==> src/rtl/mem_copy_if.sv <==
// Memory port-pair bus between the mem_copy initiator (master) and a memory (slave).
// Read data is registered in the memory and valid one cycle after read_addr.
interface mem_copy_if #(
  parameter int unsigned DW = 32,
  parameter int unsigned AW = 8
) ();
  logic [AW-1:0] read_addr;
  logic [DW-1:0] read_data;
  logic          write_en;
  logic [AW-1:0] write_addr;
  logic [DW-1:0] write_data;

  modport master (
    output read_addr,
    output write_en,
    output write_addr,
    output write_data,
    input  read_data
  );

  modport slave (
    input  read_addr,
    input  write_en,
    input  write_addr,
    input  write_data,
    output read_data
  );
endinterface

==> src/rtl/mem_copy.sv <==
// Overlap-safe block copy engine: one word per clock from src to dst in the same memory.
// Define MEM_COPY_CSUM_EN to add the csum_o running checksum of written words.
module mem_copy #(
  parameter int unsigned DW = 32,
  parameter int unsigned AW = 8
) (
  input  logic          clk,
  input  logic          rst_n,
  input  logic          start_i,
  input  logic [AW-1:0] src_i,
  input  logic [AW-1:0] dst_i,
  input  logic [AW:0]   len_i,
  output logic          busy_o,
  output logic          done_o,
`ifdef MEM_COPY_CSUM_EN
  output logic [DW-1:0] csum_o,
`endif
  mem_copy_if.master    mem
);

  typedef enum logic [1:0] {StIdle, StRun, StDrain, StDone} state_e;

  state_e        state_q;
  logic [AW-1:0] rd_addr_q;
  logic [AW-1:0] wr_addr_q;
  logic [AW-1:0] wr_next_q;
  logic [AW:0]   rd_left_q;
  logic          desc_q;
  logic          busy_q;
  logic          done_q;
  logic          we_q;
`ifdef MEM_COPY_CSUM_EN
  logic [DW-1:0] csum_q;
`endif

  // Direction decision on unwrapped AW+1-bit values; wrapped overlaps are not detected.
  logic [AW:0]   src_ext;
  logic [AW:0]   dst_ext;
  logic [AW:0]   src_end;
  logic          desc_start;
  logic [AW-1:0] first_rd;
  logic [AW-1:0] first_wr;
  logic [AW-1:0] rd_step;
  logic [AW-1:0] wr_step;

  always_comb begin
    src_ext    = {1'b0, src_i};
    dst_ext    = {1'b0, dst_i};
    src_end    = src_ext + len_i;
    desc_start = (dst_ext > src_ext) && (dst_ext < src_end);
    first_rd   = desc_start ? (src_i + len_i[AW-1:0] - AW'(1)) : src_i;
    first_wr   = desc_start ? (dst_i + len_i[AW-1:0] - AW'(1)) : dst_i;
    rd_step    = desc_q ? (rd_addr_q - AW'(1)) : (rd_addr_q + AW'(1));
    wr_step    = desc_q ? (wr_next_q - AW'(1)) : (wr_next_q + AW'(1));
  end

  always_ff @(posedge clk or negedge rst_n) begin
    if (!rst_n) begin
      state_q   <= StIdle;
      rd_addr_q <= '0;
      wr_addr_q <= '0;
      wr_next_q <= '0;
      rd_left_q <= '0;
      desc_q    <= 1'b0;
      busy_q    <= 1'b0;
      done_q    <= 1'b0;
      we_q      <= 1'b0;
`ifdef MEM_COPY_CSUM_EN
      csum_q    <= '0;
`endif
    end else begin
      unique case (state_q)
        StIdle: begin
          we_q   <= 1'b0;
          done_q <= 1'b0;
          if (start_i) begin
            busy_q <= 1'b1;
            desc_q <= desc_start;
`ifdef MEM_COPY_CSUM_EN
            csum_q <= '0;
`endif
            if (len_i == '0) begin
              done_q  <= 1'b1;
              state_q <= StDone;
            end else begin
              rd_addr_q <= first_rd;
              wr_next_q <= first_wr;
              rd_left_q <= len_i - (AW+1)'(1);
              state_q   <= StRun;
            end
          end
        end
        StRun: begin
          // Write of the word read last cycle overlaps the next read.
          we_q      <= 1'b1;
          wr_addr_q <= wr_next_q;
          wr_next_q <= wr_step;
          if (rd_left_q != '0) begin
            rd_addr_q <= rd_step;
            rd_left_q <= rd_left_q - (AW+1)'(1);
          end else begin
            state_q <= StDrain;
          end
        end
        StDrain: begin
          we_q    <= 1'b0;
          done_q  <= 1'b1;
          state_q <= StDone;
        end
        StDone: begin
          done_q  <= 1'b0;
          busy_q  <= 1'b0;
          state_q <= StIdle;
        end
        default: state_q <= StIdle;
      endcase
`ifdef MEM_COPY_CSUM_EN
      if (we_q) begin
        csum_q <= csum_q + mem.write_data;
      end
`endif
    end
  end

  assign busy_o         = busy_q;
  assign done_o         = done_q;
  assign mem.read_addr  = rd_addr_q;
  assign mem.write_en   = we_q;
  assign mem.write_addr = wr_addr_q;
  assign mem.write_data = mem.read_data;
`ifdef MEM_COPY_CSUM_EN
  assign csum_o         = csum_q;
`endif

endmodule
==> src/flat_wrapper.sv <==
// flat-port wrapper written by rule: the top's interface ports become plain ports
module mem_copy_flat 
#(
  parameter int unsigned DW = 32,
  parameter int unsigned AW = 8
)
  (clk, rst_n, start_i, src_i, dst_i, len_i, busy_o, done_o, mem_read_addr, mem_write_en, mem_write_addr, mem_write_data, mem_read_data);
  mem_copy_if #(.DW(DW), .AW(AW)) mem_i ();
  input  logic clk;
  input  logic rst_n;
  input  logic start_i;
  input  logic [AW-1:0] src_i;
  input  logic [AW-1:0] dst_i;
  input  logic [AW:0] len_i;
  output logic busy_o;
  output logic done_o;
  output wire logic [$bits(mem_i.read_addr)-1:0] mem_read_addr;
  output wire logic [$bits(mem_i.write_en)-1:0] mem_write_en;
  output wire logic [$bits(mem_i.write_addr)-1:0] mem_write_addr;
  output wire logic [$bits(mem_i.write_data)-1:0] mem_write_data;
  input wire logic [$bits(mem_i.read_data)-1:0] mem_read_data;
  assign mem_read_addr = mem_i.read_addr;
  assign mem_write_en = mem_i.write_en;
  assign mem_write_addr = mem_i.write_addr;
  assign mem_write_data = mem_i.write_data;
  assign mem_i.read_data = mem_read_data;
  mem_copy #(.DW(DW), .AW(AW)) u_core (.clk(clk), .rst_n(rst_n), .start_i(start_i), .src_i(src_i), .dst_i(dst_i), .len_i(len_i), .busy_o(busy_o), .done_o(done_o), .mem(mem_i));
endmodule
==> config.mk <==
export PLATFORM = sky130hd
export DESIGN_NAME = mem_copy_flat
export DESIGN_NICKNAME = d
export VERILOG_FILES = /design/src/rtl/mem_copy_if.sv /design/src/rtl/mem_copy.sv /design/src/flat_wrapper.sv
export SDC_FILE = /design/constraint.sdc
export NUM_CORES = 1
export LEC_CHECK = 0
export BUFFER_PORTS_ARGS = -buffer_cell sky130_fd_sc_hd__buf_2
export CELL_PAD_IN_SITES_DETAIL_PLACEMENT = 1
export CELL_PAD_IN_SITES_GLOBAL_PLACEMENT = 1
export CORE_ASPECT_RATIO = 0.6
export CORE_MARGIN = 3
export CORE_UTILIZATION = 37
export CTS_CLUSTER_SIZE = 12
export DETAILED_ROUTE_END_ITERATION = 10
export PLACE_DENSITY = 0.79
export SYNTH_ARGS = -nofsm -noshare
export SYNTH_HDL_FRONTEND = slang
export SYNTH_SLANG_ARGS = --single-unit
==> constraint.sdc <==
create_clock -name clk -period 3.05 [get_ports clk]
set_input_delay 0.61 -clock clk [delete_from_list [all_inputs] [get_ports clk]]
set_output_delay 0.61 -clock clk [all_outputs]
set_load 0.02 [all_outputs]
==> out/results.ini, run 1 <==
[status]
outcome = finished with violations
violations = negative setup slack

[sta]
clock_skew_ps = 6.70
min_period_ps = 3380
hold_violations = 0
slew_headroom_pct = 36.6
setup_viol = 16
setup_ws_ps = -326
fmax_mhz = 296
final-max-slew-violation-count = 0
worstMarginPinSlew_ps = 950
period_share_pct = 111
grt_setup_unrepaired = yes

[critical_path]
r2r_setup_slack_ps = 220
crit_arrival_ps = 3590
endpoint_kind = flop
timing.rr.end = u_core.rd_left_q[8]
criticalPathCategory = input pin to flop
startpoint = len_i[1]
reg2reg_depth = 9
r2r-start = u_core.state_q[1]
critPathRequiredTime_ps = 3260
cp-start-kind = input pin
cp-endpoint = u_core.wr_next_q[7]
worstPathMaxFanout = 5

[clock_network]
clk_pin_slew_worst_paths_ps = 60
cts_buffers = 5
cts_tree = built
h-tree-depth = 2
postCtsHoldBufs = 0
clock_path_buffers = 2
clock-root-buffer = clkbuf_16
clkSinkCount = 39
worstSkewPairLatency_ps = 290

[detailed_routing]
drt_iter0_drc = 157
firstDrtPassIters = 5
postRouteWirelength_mm = 16.2
viasPerCell = 5.61
wl_per_cell_um = 20.6
ant_nets = 0
drc_errors = 0
via_count = 4409

[floorplanning]
die_w_um = 149
rows = 30
die_h_um = 91.6
dieArea_um2 = 13600
coreArea_um2 = 11600
start_util_pct = 39.0
pin_count = 111

[power]
share_seq_of_total_power_pct = 21.6
power.density_nw_per_um2 = 883
pwr-share-comb_pct = 67.0
switchingPower_mw = 2.47
clkPwrFrac_pct = 11.4
leakage_nw = 2.73
switching_share_pct = 49.2
p_int_mw = 2.56
ir_drop_uv = 559

[yosys]
yosysWarnings = 0
ys_async_sr_fraction_pct = 100
avgSynthCellArea_um2 = 8.38
synth_edf_count = 0
seq_area_frac_synth_pct = 21.6
synth_nets = 672
synth.cell_area_um2 = 4520
yosysTopAreaCellShare_pct = 21.6
synthDistinctLibCells = 61
synthCells = 540
synthTopCellsByArea = dfrtp_1, ha_1, inv_1
synth_commonest_cells = ha_1, inv_1, a21oi_1
yosys.area.top_type = dfrtp_1
ys_ff_latch = 39
synth-main-ff-cell = dfrtp_1

[global_routing]
grt_antenna_before_repair = 0
track_usage_pct = 23.4
overflow = 0
grt_pass1_wl_mm = 25.2
first_global_vias = 4658
grt_max_degree = 40

[place]
place_hpwl_mm = 12.7
routabilityCongestion = 0.936
numPortBuffers = 46
place_area_um2 = 5270

[run]
drv_cap = 0

[finish]
drive_gt1_share_pct = 28.8
finalCoreUtilization_pct = 49.1
fillers = 1399
diodes = 0
final_area_um2 = 5690
syn_to_final_growth_pct = 25.9
nNetsFinal = 757

[min_path]
hold_path.class = input pin to asynchronous set/reset pin

-- layout make-up --
class                      count  area [µm²]  share of cell area (%)
inverter                      68         275                    4.83
timing repair buffer         122         875                    15.4
multi-input combinational    389        3210                    56.4
clock buffer                   8         156                    2.75
tap                          160         200                    3.52
sequential                    39         976                    17.1
-- cells by family (layout without fill, tap and decap cells) --
family | count (synthesis) | count (layout) | synth area share [%]
buffers and inverters | 113 | 198 | 12.1
AND/OR/NAND/NOR | 104 | 104 | 11.2
AO/OA/AOI/OAI | 152 | 153 | 21.6
XOR/XNOR | 31 | 31 | 6.00
multiplexers | 29 | 29 | 6.75
adder cells (fa/ha/maj) | 72 | 72 | 20.7
flip-flops | 39 | 39 | 21.6
-- sequential cells by signal, summed over array words and instances, names as in the netlist --
register and flops:
u_core.desc_q 1, u_core.mem.read_addr 8, u_core.wr_next_q 8, u_core.done_o 1, u_core.mem.write_addr 8, u_core.rd_left_q 9, u_core.state_q 2, u_core.mem.write_en 1
u_core.busy_o 1
-- repair_timing --
action | 4_1_cts | 5_1_grt
cloned | 1 | 0
setup endpoints to repair | 17 | 18
setup buffers | 6 | 2
gates resized for setup | 23 | 16
pin swaps | 17 | 15
hold endpoints to repair | 0 | 0
-- power by group through the flow --
| stage | logic (mW) | registers, mW | clock network [mW] |
|---|---|---|---|
| finish | 3.37 | 1.09 | 0.573 |
| CTS | 3.23 | 1.08 | 0.584 |
| global placement | 2.97 | 1.06 | 0 |
| global route | 3.73 | 1.13 | 0.605 |
| detailed placement | 3.12 | 1.09 | 0 |
| floorplan | 2.10 | 1.15 | 0 |
-- worst min-delay path by stage --
| stage | to | cells past startpoint |
|---|---|---|
| CTS | u_core.busy_o | 1 |
| global placement | u_core.done_o | 1 |
| detailed placement | u_core.done_o | 1 |
| global route | u_core.done_o | 1 |
| floorplan | u_core.busy_o | 0 |
| finish | u_core.busy_o | 1 |
-- through the flow --
step	cells	setup WS [ps]	total power [mW]	hold slack, ps	setup TNS [ps]
2_1_floorplan	540	-330	3.25	314	-2320
3_3_place_gp	770	-824	4.03	467	-12510
3_5_place_dp	770	-898	4.21	484	-13900
4_1_cts	784	-358	4.89	494	-3600
5_1_grt	786	-446	5.47	525	-6390
6_report	786	-326	5.03	470	-4210
-- layout by cell type, fill, tap and decap left out, types with 6 or more instances in the layout --
master	instances
mux2i_1	12
nand3_1	6
dfrtp_1	39
nor3_1	15
mux2_2	11
buf_4	72
a21oi_1	41
ha_1	61
o21ai_0	37
a21o_1	8
nor2_1	21
nand2_1	27
o21ai_1	7
xor2_1	11
buf_2	42
inv_1	62
xnor2_1	19
-- worst max-delay path, cell delays in order --
cell	delay [ps]
buf_8	90
inv_8	30
ha_4	220
a21o_1	180
a21oi_2	160
o21bai_1	100
a21oi_2	230
buf_4	160
xnor2_2	50
ha_2	180
a2111o_1	500
nor3_4	270
o31ai_4	130
or4_1	490
a31oi_1	170
-- routing by layer --
layer / share of wire, % / vias up / GRT usage, %
met5: 0 / - / 0
met3: 6.2 / 18 / 4.44
met1: 49 / 2217 / 35.6
met2: 43 / 124 / 35.0
met4: 0.94 / 0 / 3.66
li1: - / 2050 / -
No activity file was read; power rests on OpenSTA's default activity.
==> inputs of run 2 (changes only) <==
--- a/config.mk
+++ b/config.mk
@@ -6,14 +6,12 @@
 export NUM_CORES = 1
 export LEC_CHECK = 0
 export BUFFER_PORTS_ARGS = -buffer_cell sky130_fd_sc_hd__buf_2
-export CELL_PAD_IN_SITES_DETAIL_PLACEMENT = 1
-export CELL_PAD_IN_SITES_GLOBAL_PLACEMENT = 1
 export CORE_ASPECT_RATIO = 0.6
 export CORE_MARGIN = 3
-export CORE_UTILIZATION = 37
+export CORE_UTILIZATION = 50
 export CTS_CLUSTER_SIZE = 12
 export DETAILED_ROUTE_END_ITERATION = 10
-export PLACE_DENSITY = 0.79
+export PLACE_DENSITY = 0.78
 export SYNTH_ARGS = -nofsm -noshare
 export SYNTH_HDL_FRONTEND = slang
 export SYNTH_SLANG_ARGS = --single-unit
==> run 2 against run 1 <==
The run still ends with negative setup slack left. First-iteration DRC count rose by 140%. Total power is 2.4% lower. Sequential power is essentially flat. Maximum frequency decreased by 0.82%. Final cell count is 5.7% lower. Largest cell class unchanged. Largest power group unchanged.
==> out/results.ini, run 2 (synthesized netlist as in run 1, its figures left out) <==
[status]
outcome = finished with violations
violations = negative setup slack

[sta]
fmax_mhz = 294
grt_setup_unrepaired = yes
final-max-slew-violation-count = 0
hold_violations = 0
setup_ws_ps = -354
period_share_pct = 112
slew_headroom_pct = 36.8
whs_ps = 442
min_period_ps = 3400
worstMarginPinSlew_ps = 938
clock_skew_ps = 7.44
setup_viol = 16
setup-tns-final_ps = -4080

[power]
clkPwrFrac_pct = 11.3
leakage_nw = 2.75
switchingPower_mw = 2.37
share_seq_of_total_power_pct = 21.8
pwr-share-comb_pct = 66.8
p_int_mw = 2.54
total_power_mw = 4.91
ir_drop_uv = 676
power.density_nw_per_um2 = 875
switching_share_pct = 48.3

[finish]
drive_gt1_share_pct = 28.5
diodes = 0
nNetsFinal = 760
fillers = 679
mostFrequentLayoutCells = buf_4, ha_1, inv_1, a21oi_1, buf_2
instances_no_fill = 741
largest_reg_flops = 9
regArea_um2 = 976
multi_input_area_um2 = 3170
top_register = u_core.rd_left_q
final_common_cell = buf_4
syn_to_final_growth_pct = 24.0
final_area_um2 = 5610
finalCoreUtilization_pct = 64.8

[detailed_routing]
firstDrtPassIters = 7
postRouteWirelength_mm = 13.9
wl_per_cell_um = 18.8
drt_iter0_drc = 378
viasPerCell = 6.01
via_count = 4450
ant_nets = 0
drc_errors = 0

[clock_network]
h-tree-depth = 2
cts_tree = built
cts_buffers = 5
clock_path_buffers = 2
clkSinkCount = 39
worstSkewPairLatency_ps = 290
postCtsHoldBufs = 0
clock-root-buffer = clkbuf_16
clk_pin_slew_worst_paths_ps = 60

[critical_path]
crit_arrival_ps = 3610
worstPathMaxFanout = 5
cp-start-kind = input pin
critPathRequiredTime_ps = 3260
endpoint_kind = flop
criticalPathCategory = input pin to flop

[floorplanning]
coreArea_um2 = 8650
start_util_pct = 52.3
pin_count = 111
die_w_um = 129
rows = 26
die_h_um = 79.7
dieArea_um2 = 10300

[global_routing]
grt_antenna_before_repair = 0
track_usage_pct = 27.8
grt_max_degree = 40
grt_pass1_wl_mm = 22.2
overflow = 0
first_global_vias = 4336

[place]
numPortBuffers = 46
placed_cells = 721
place_area_um2 = 5200
place_hpwl_mm = 10.9
routabilityCongestion = 0.948
pre_cts_slack_ps = -850

[min_path]
hold_path.class = input pin to asynchronous set/reset pin

[run]
drv_cap = 0

[run 2: path summary, 6_finish.rpt]
kind                                    from                 endpoint  slack [ps]  cells past startpoint
setup / recovery                    src_i[1]      u_core.wr_next_q[7]        -350                     14
hold reg to reg                u_core.done_o            u_core.done_o         500                      1
setup reg to reg           u_core.state_q[1]      u_core.rd_left_q[8]         240                      9
max in group asynchronous              rst_n  u_core.mem.read_addr[7]        2040                      1
min in group clk               u_core.done_o            u_core.done_o         500                      1
hold / removal                         rst_n        u_core.state_q[1]         440                      1
[run 2: critical path, stage by stage]
cell      delay, ps
buf_12           90
inv_12           30
buf_6           110
fa_2            390
nand2b_4        160
a21oi_4         170
nor2_2           60
xnor2_1         120
ha_1            290
a2111o_1        450
nor3_4          300
o31ai_4         130
or4_4           530
a31oi_1         160
[run 2: per-layer routing]
metal | GRT usage, % | share of wire, % | vias to the layer above
li1 | - | - | 2063
met1 | 40.0 | 45 | 2112
met2 | 40.8 | 42 | 250
met3 | 8.56 | 12 | 25
met4 | 6.08 | 1.3 | 0
met5 | 0 | 0 | -
[run 2: layout make-up]
class | instances | share of cell area [%]
clock buffers | 8 | 2.79
inverters | 68 | 4.91
multi-input cells | 389 | 56.5
flip-flops and latches | 39 | 17.4
well taps | 112 | 2.50
repair buffers | 125 | 15.9
[run 2: timing repair]
action | in CTS | in global routing
cloned | 1 | 0
resized for setup | 19 | 21
pin swaps | 12 | 16
setup endpoints to repair | 17 | 17
setup buffers | 8 | 5
[run 2: power groups by stage]
stage          clock network (mW)  logic, mW  registers, mW
2_1_floorplan                   0       2.10           1.15
3_3_place_gp                    0       2.92           1.06
3_5_place_dp                    0       3.04           1.07
4_1_cts                     0.567       3.15           1.06
5_1_grt                     0.595       3.61           1.11
6_report                    0.557       3.28           1.07
